## src/rtl/mac_sequencer.sv

```systemverilog
// mac_sequencer: drives one group_mac through a full dot-product pass.
// Flow: accept a length, clear the accumulators, stream that many beats,
// wait out the MAC pipeline, then hold the captured result until it is taken.
module mac_sequencer #(
    parameter int  GROUP_NB     = 4,
    parameter int  IMG_WIDTH    = 16,
    parameter int  KER_WIDTH    = 16,
    parameter int  LEN_WIDTH    = 16,
    parameter int  MAC_LATENCY  = 6,
    localparam int RESULT_WIDTH = IMG_WIDTH + KER_WIDTH + 1
) (
    input  logic                             clk,
    input  logic                             rst_n,
    input  logic [LEN_WIDTH-1:0]             cfg_len,
    input  logic                             cfg_val,
    output logic                             cfg_rdy,
    input  logic [GROUP_NB*IMG_WIDTH-1:0]    img,
    input  logic [GROUP_NB*KER_WIDTH-1:0]    ker,
    input  logic                             in_val,
    output logic                             in_rdy,
    output logic [GROUP_NB*IMG_WIDTH-1:0]    mac_img,
    output logic [GROUP_NB*KER_WIDTH-1:0]    mac_ker,
    output logic                             mac_val,
    output logic                             mac_clr,
    input  logic [GROUP_NB*RESULT_WIDTH-1:0] mac_result,
    output logic [GROUP_NB*RESULT_WIDTH-1:0] result,
    output logic                             res_val,
    input  logic                             res_rdy,
    output logic                             busy
);

    localparam int DRAIN_WIDTH = $clog2(MAC_LATENCY + 1);
    localparam logic [DRAIN_WIDTH-1:0] DRAIN_LAST = DRAIN_WIDTH'(MAC_LATENCY - 1);

    typedef enum logic [2:0] {
        IDLE,
        CLEAR,
        STREAM,
        DRAIN,
        OUTPUT
    } state_t;

    state_t                           state_reg, state_next;
    logic [LEN_WIDTH-1:0]             len_reg, len_next;
    logic [LEN_WIDTH-1:0]             beat_cnt_reg, beat_cnt_next;
    logic [DRAIN_WIDTH-1:0]           drain_cnt_reg, drain_cnt_next;
    logic [GROUP_NB*RESULT_WIDTH-1:0] result_reg, result_next;

    // State, counters and captured result; reset aborts any pass in flight.
    always_ff @(posedge clk) begin
        if (!rst_n) begin
            state_reg     <= IDLE;
            len_reg       <= '0;
            beat_cnt_reg  <= '0;
            drain_cnt_reg <= '0;
            result_reg    <= '0;
        end else begin
            state_reg     <= state_next;
            len_reg       <= len_next;
            beat_cnt_reg  <= beat_cnt_next;
            drain_cnt_reg <= drain_cnt_next;
            result_reg    <= result_next;
        end
    end

    // Next-state logic; every register holds unless its state moves it.
    always_comb begin
        state_next     = state_reg;
        len_next       = len_reg;
        beat_cnt_next  = beat_cnt_reg;
        drain_cnt_next = drain_cnt_reg;
        result_next    = result_reg;
        case (state_reg)
            IDLE: begin
                if (cfg_val) begin
                    len_next      = cfg_len;
                    beat_cnt_next = '0;
                    state_next    = CLEAR;
                end
            end
            CLEAR: begin
                drain_cnt_next = '0;
                // A zero-length pass skips streaming and drains the cleared group.
                state_next     = (len_reg != '0) ? STREAM : DRAIN;
            end
            STREAM: begin
                if (in_val) begin
                    beat_cnt_next = beat_cnt_reg + LEN_WIDTH'(1);
                    // Compare against len-1 so a full-scale length never wraps the count.
                    if (beat_cnt_reg == len_reg - LEN_WIDTH'(1)) begin
                        drain_cnt_next = '0;
                        state_next     = DRAIN;
                    end
                end
            end
            DRAIN: begin
                if (drain_cnt_reg == DRAIN_LAST) begin
                    result_next    = mac_result;
                    drain_cnt_next = '0;
                    state_next     = OUTPUT;
                end else begin
                    drain_cnt_next = drain_cnt_reg + DRAIN_WIDTH'(1);
                end
            end
            OUTPUT: begin
                if (res_rdy) begin
                    state_next = IDLE;
                end
            end
            default: begin
                state_next = IDLE;
            end
        endcase
    end

    // Beat data goes straight to the group; only the valid is qualified.
    for (genvar gi = 0; gi < GROUP_NB; gi++) begin : g_lane
        assign mac_img[gi*IMG_WIDTH +: IMG_WIDTH] = img[gi*IMG_WIDTH +: IMG_WIDTH];
        assign mac_ker[gi*KER_WIDTH +: KER_WIDTH] = ker[gi*KER_WIDTH +: KER_WIDTH];
    end

    assign cfg_rdy = (state_reg == IDLE);
    assign in_rdy  = (state_reg == STREAM);
    assign mac_val = in_val & in_rdy;
    // System reset also wipes the accumulators so an aborted pass leaves nothing behind.
    assign mac_clr = ~rst_n | (state_reg == CLEAR);
    assign res_val = (state_reg == OUTPUT);
    assign busy    = (state_reg != IDLE);
    assign result  = result_reg;

endmodule

```

## config.mk

```make
export PLATFORM = sky130hd
export DESIGN_NAME = mac_sequencer
export DESIGN_NICKNAME = d
export VERILOG_FILES = /design/src/rtl/mac_sequencer.sv
export SDC_FILE = /design/constraint.sdc
export NUM_CORES = 1
export LEC_CHECK = 0
export BUFFER_PORTS_ARGS = -buffer_cell sky130_fd_sc_hd__buf_2
export CELL_PAD_IN_SITES_DETAIL_PLACEMENT = 0
export CELL_PAD_IN_SITES_GLOBAL_PLACEMENT = 1
export CORE_AREA = 3 3 209 211
export DETAILED_ROUTE_END_ITERATION = 10
export DIE_AREA = 0 0 212 214
export PLACE_DENSITY = 0.68
export SYNTH_ARGS = -nofsm -noshare
export SYNTH_HDL_FRONTEND = slang
export SYNTH_SLANG_ARGS = --single-unit
```

## constraint.sdc

```tcl
create_clock -name clk -period 3.4 [get_ports clk]
set_input_delay 0.51 -clock clk [delete_from_list [all_inputs] [get_ports clk]]
set_output_delay 0.51 -clock clk [all_outputs]
set_load 0.05 [all_outputs]
```

==> results of run 1 <==
[critical path: stages, from the launching register on]
cell	delay (ns)
dfxtp_1	0.55
nor2b_1	0.43
nor2b_1	0.27
and2_1	0.20
buf_2	0.28
[per-layer routing]
layer  vias to the layer above  global-route usage [%]  part of all wire (%)
li1                       3348                       -                     -
met1                      3061                   12.13                    40
met2                       301                   17.43                    45
met3                        75                   5.726                    10
met4                         2                   6.274                   4.1
met5                         -                  0.6466                  0.16
[cell usage in the layout, fill, tap and decap left out, types with 4 or more instances in the layout]
| cell | n |
|---|---|
| a211oi_1 | 5 |
| a21boi_0 | 109 |
| a21boi_1 | 39 |
| a21oi_1 | 9 |
| and2_1 | 5 |
| and3_1 | 4 |
| buf_2 | 289 |
| buf_4 | 4 |
| bufinv_16 | 5 |
| clkbuf_16 | 17 |
| dfxtp_1 | 170 |
| inv_1 | 11 |
| inv_6 | 5 |
| nand2_1 | 309 |
| nand3_1 | 9 |
| nand4_1 | 10 |
| nor2_1 | 28 |
| nor2b_1 | 7 |
| nor3_1 | 8 |
| nor3b_1 | 4 |
| o21ai_0 | 7 |
| xnor2_1 | 17 |
| xor2_1 | 17 |
[worst max path at each step]
| stage | start | cells after the start | endpoint |
|---|---|---|---|
| CTS | state_reg[1]$_SDFFE_PN0P_ | 4 | mac_val |
| detailed placement | state_reg[1]$_SDFFE_PN0P_ | 5 | result[59]$_SDFFE_PN0P_ |
| floorplan | state_reg[2]$_SDFFE_PN0P_ | 2 | busy |
| global placement | state_reg[1]$_SDFFE_PN0P_ | 5 | result[83]$_SDFFE_PN0P_ |
| finish | state_reg[1]$_SDFFE_PN0P_ | 4 | mac_val |
| global route | state_reg[1]$_SDFFE_PN0P_ | 4 | mac_val |
[area by class of cell]
| cell class | instances | area [sq um] | area share, % |
|---|---|---|---|
| clock buffers | 18 | 439.2 | 4.509 |
| repair buffers | 296 | 1536 | 15.77 |
| inverters | 11 | 41.29 | 0.4239 |
| multi-input cells | 625 | 3415 | 35.05 |
| flip-flops and latches | 170 | 3403 | 34.94 |
| well taps | 539 | 674.4 | 6.924 |
| clock inverters | 14 | 231.5 | 2.376 |
[through the flow]
stage	hold WS (ns)	setup WS [ns]	area [sq um]
final	0.2574	0.6739	9741
after global routing	0.2232	0.4835	9741
after CTS	0.1953	0.6046	9741
after detailed placement	0.4455	1.094	9070
after global placement	0.4385	1.123	9070
after floorplan	0.4691	0.7693	8079
[report_power, final]
group          total (W)  switching (W)  internal, W
sequential       0.00206      0.0000480      0.00201
clock            0.00227       0.000930      0.00134
combinational   0.000452       0.000251     0.000201
[cell families after synthesis]
group	count (synthesis)	synth area share (%)
AOI/OAI and AO/OA	186	17.00
xor gates and xnor gates	34	3.686
adders and majority gates	3	0.4647
buffers and inverters	200	15.73
DFF	170	42.12
muxes	2	0.2633
and+or+nand+nor	400	20.72
==> impl_metrics.ini, run 1 <==
[worst_hold_path]
hp-class = in2reg
hold_end = result[44]$_SDFFE_PN0P_
min-delay-start = mac_result[44]
hold_depth = 3

[timing]
setup_viol_count_final = 0
finClkSkew_ns = 0.009371
finalHoldViolCount = 0
clock.fmax_mhz = 366.8
rsz0062_at_grt = false
slew_viol_final = 0
fin_tns_setup_ns = 0
tightestPinTransition_ns = 0.6535
slew_headroom_pct = 56.43
period_needed_ns = 2.726
fin_crit_sh_pct = 80.18

[power_and_ir_drop]
leakage_nw = 4.020
power_density_nw_per_um2 = 491.3
power.total_w = 0.004786
peakVddDrop_mv = 0.3502

[clock_network]
numCtsBuffers = 17
tritoncts = done
clk_path_buf_depth = 2
cts.sinks = 170
cts-root-buf = clkbuf_16
ctsHoldBuffers = 0
post-cts-setup-buffer-count = 0
cts.clk_slew.worst_paths_ns = 0.07
cts_max_level = 4
ctsResizeCount = 0
clock_latency_ns = 0.48

[synthesis]
synth_cell_types = 46
syn_nets = 1279
synth_top_area_share_pct = 42.12
synth_common_cells = 310 x nand2_1, 170 x dfxtp_1, 133 x buf_4, 109 x a21boi_0, 39 x a21boi_1
synth-seq-cells = 170
avgSynthCellArea_sq_um = 8.120
synthCells = 995
netlist_area_sq_um = 8079
synth_area_leaders = dfxtp_1 42%, nand2_1 14%, buf_4 12%, a21boi_0 10%, a21boi_1 3.6%
yosysMostFrequentCell = nand2_1
synthArstFlopShare_pct = 0
synth_edf_count = 0
ys.flop_type = dfxtp_1
synth_top_area_cell = dfxtp_1
yosysWarnings = 0
yosysSeqAreaShare_pct = 42.12

[status]
status = finished clean

[die]
ios = 547
initial_utilization_pct = 19.26
dieArea_sq_um = 45370
core_area_sq_um = 41950
num_rows = 75
fp.dieW_microns = 212
die_h_microns = 214

[route]
vias = 6787
viasPerCell = 4.057
finalWirelength_microns = 25260
routedWlPerCell_microns = 15.10
drtIter0Drc = 382
route.antenna.remaining_nets = 0
route.detailed.drc = 0
dr.pass1.iters = 4

[place]
portBuffers = 290
dp_cells = 1641
place_congestion = 0.7710
dpl.hpwl_microns = 18640

[critical_path]
cp.arrival_ns = 2.22
r2r_setup_slack_ns = 1.12
endpoint_kind = primary output
critPathLaunchType = flip-flop
r2r_end = result[83]$_SDFFE_PN0P_
cp_max_fo = 11
r2r_cells = 5
r2r_start = state_reg[1]$_SDFFE_PN0P_
path_class = reg2out
required_ns = 2.89

[global_route]
gr-total-overflow = 0
grt_pass1_vias = 6762
antenna_found_initial = 1
grt_max_degree = 97
grt_pass1_wl_microns = 38630
grtUsageTotal_pct = 11.16

[finish]
final_util_pct = 23.22
area_growth_pct = 20.57
num_antenna_cells = 0
nFillCells = 4703
drive_gt1_share_pct = 29.45
largest_register_ffs = 132
fin_cells = 1673
fin_nets = 1405

[run]
maxCapViolations = 0
Note: power is estimated with default switching activity, not from simulation.
==> inputs of run 2 (changes only) <==
Settings changed: PLACE_DENSITY 0.68 to 0.7.
Clock period 3.4 ns to 2.2 ns, I/O delays scaled along.
==> run 2 against run 1 <==
Final cell count grew 0.48%; clock-buffer cell count rose by 1; critical path depth unchanged; first-iteration DRC count rose by 6.3%; worst setup slack worse by 0.51 ns; via count grew 0.22%; critical path type unchanged; critical endpoint unchanged; highest routed layer unchanged.
==> impl_metrics.ini, run 2 (same netlist as run 1, synthesis figures left out) <==
[timing]
setup_ws_ns = 0.1630
finClkSkew_ns = 0.01218
rsz0062_at_grt = false
period_needed_ns = 2.037
finalHoldViolCount = 0
tightestPinTransition_ns = 0.4918
clock.fmax_mhz = 490.9
fin_crit_sh_pct = 92.59
setup_viol_count_final = 0
slew_viol_final = 0
fin_tns_setup_ns = 0
slew_headroom_pct = 66.97

[die]
ios = 547
num_rows = 75
die_h_microns = 214
dieArea_sq_um = 45370
initial_utilization_pct = 19.26
fp.dieW_microns = 212
core_area_sq_um = 41950

[worst_hold_path]
min-delay-start = mac_result[71]
hp-class = in2reg

[power_and_ir_drop]
power.clock.fraction_pct = 42.6
power.internal_w = 0.005015
p_comb_share_pct = 10.8
p_seq_share_pct = 46.6
power_density_nw_per_um2 = 701.1
p_sw_share_pct = 26.58
leakage_nw = 4.016
netSwitchingPower_w = 0.001816
peakVddDrop_mv = 0.5572

[global_route]
grt_use_met1_pct = 11.80
grt_pass1_wl_microns = 38560
use_met3_pct = 6.268
use_met2_pct = 17.70
grt_pass1_vias = 6860
antenna_found_initial = 0
top_usage_layer = met2
grt_max_degree = 101
gr-total-overflow = 0
grtUsageTotal_pct = 11.11

[critical_path]
endpoint_kind = primary output
r2r_start = len_reg[8]$_SDFFE_PN0P_
cp_max_fo = 4
cp.arrival_ns = 1.71
path_class = reg2out
critPathLaunchType = flip-flop
startpoint = state_reg[1]$_SDFFE_PN0P_
required_ns = 1.87

[clock_network]
clk_path_buf_depth = 2
cts.clk_slew.worst_paths_ns = 0.07
ctsHoldBuffers = 0
clock_latency_ns = 0.47
cts-root-buf = clkbuf_16
numCtsBuffers = 17
cts.sinks = 170
cts_max_level = 4
tritoncts = done

[place]
place_congestion = 0.8146
portBuffers = 290
dpl.hpwl_microns = 19100
dp_slack_ns = 0.1622

[finish]
largest_register_ffs = 132
drive_gt1_share_pct = 30.12
fin_nets = 1413
seq_area_sq_um = 3405
mostFrequentLayoutCells = 309 x nand2_1, 288 x buf_2, 169 x dfxtp_1, 109 x a21boi_0, 39 x a21boi_1
nFillCells = 4672
final_common_cell = nand2_1
area_growth_pct = 20.58
multi_input_area_sq_um = 3432
num_antenna_cells = 0

[route]
route.detailed.drc = 0
route.antenna.remaining_nets = 0
vias = 6802
viasPerCell = 4.046
routedWlPerCell_microns = 14.99
dr.pass1.iters = 4
drtIter0Drc = 406
finalWirelength_microns = 25190

[status]
status = finished clean

[run]
maxCapViolations = 0
run 2: changes by cell type in the layout (fill, tap and decap cells not counted), moves of 2 or more:
cell | previous run | this run
clkinvlp_4 | 0 | 3
buf_12 | 3 | 6
bufinv_16 | 5 | 1
clkinv_2 | 0 | 3
clkbuf_1 | 0 | 2
buf_4 | 4 | 9
run 2: what timing repair did:
| action | CTS | global route |
|---|---|---|
| endpoints found under the setup margin | 0 | 4 |
| setup buffers | 0 | 0 |
| resized for setup | 0 | 4 |
run 2: power groups by stage:
stage          clock, W  combinational [W]  sequential, W
2_1_floorplan         0            0.00111        0.00322
3_3_place_gp          0           0.000734        0.00325
3_5_place_dp          0           0.000737        0.00325
4_1_cts         0.00308           0.000740        0.00318
5_1_grt         0.00318           0.000819        0.00319
6_report        0.00291           0.000736        0.00318
run 2: final timing paths:
kind / depth (start not counted) / slack [ns] / to
hold / removal: 3 / 0.09 / result[71]$_SDFFE_PN0P_
setup reg to reg: 6 / 0.19 / drain_cnt_reg[1]$_SDFFE_PN0P_
setup / recovery: 4 / 0.16 / mac_val
hold reg to reg: 2 / 0.45 / result[47]$_SDFFE_PN0P_
run 2: cell type report:
cell class                      instances  share of cell area, %
Tap cell                              539                  6.923
Timing Repair Buffer                  304                  16.80
Sequential cell                       170                  34.95
Clock buffer                           19                  4.444
Inverter                               11                 0.4238
Clock inverter                         13                  1.233
Multi-Input combinational cell        625                  35.23
run 2: worst max-delay path: stages, from the launching register on:
cell      delay (ns)
dfxtp_1         0.40
nor2b_1         0.20
nor2b_4         0.20
and2_1          0.19
clkbuf_4        0.25
run 2: stage by stage:
| stage | area, sq um | hold slack [ns] | power, W | util [%] | cells |
|---|---|---|---|---|---|
| after detailed placement | 9175 | 0.4435 | 0.003987 | 21.87 | 1649 |
| after floorplan | 8087 | 0.4649 | 0.004325 | - | 995 |
| after CTS | 9728 | 0.02607 | 0.006996 | 23.19 | 1681 |
| final | 9742 | 0.08572 | 0.006830 | 23.22 | 1681 |
| after global placement | 9175 | 0.4376 | 0.003981 | 21.87 | 1649 |
| after global routing | 9742 | 0.04773 | 0.007189 | 23.22 | 1681 |
run 2: per-layer routing:
layer | vias to the layer above | share of wire, %
li1 | 3355 | -
met1 | 3072 | 40
met2 | 312 | 46
met3 | 61 | 11
met4 | 2 | 3.6
met5 | - | 0.14
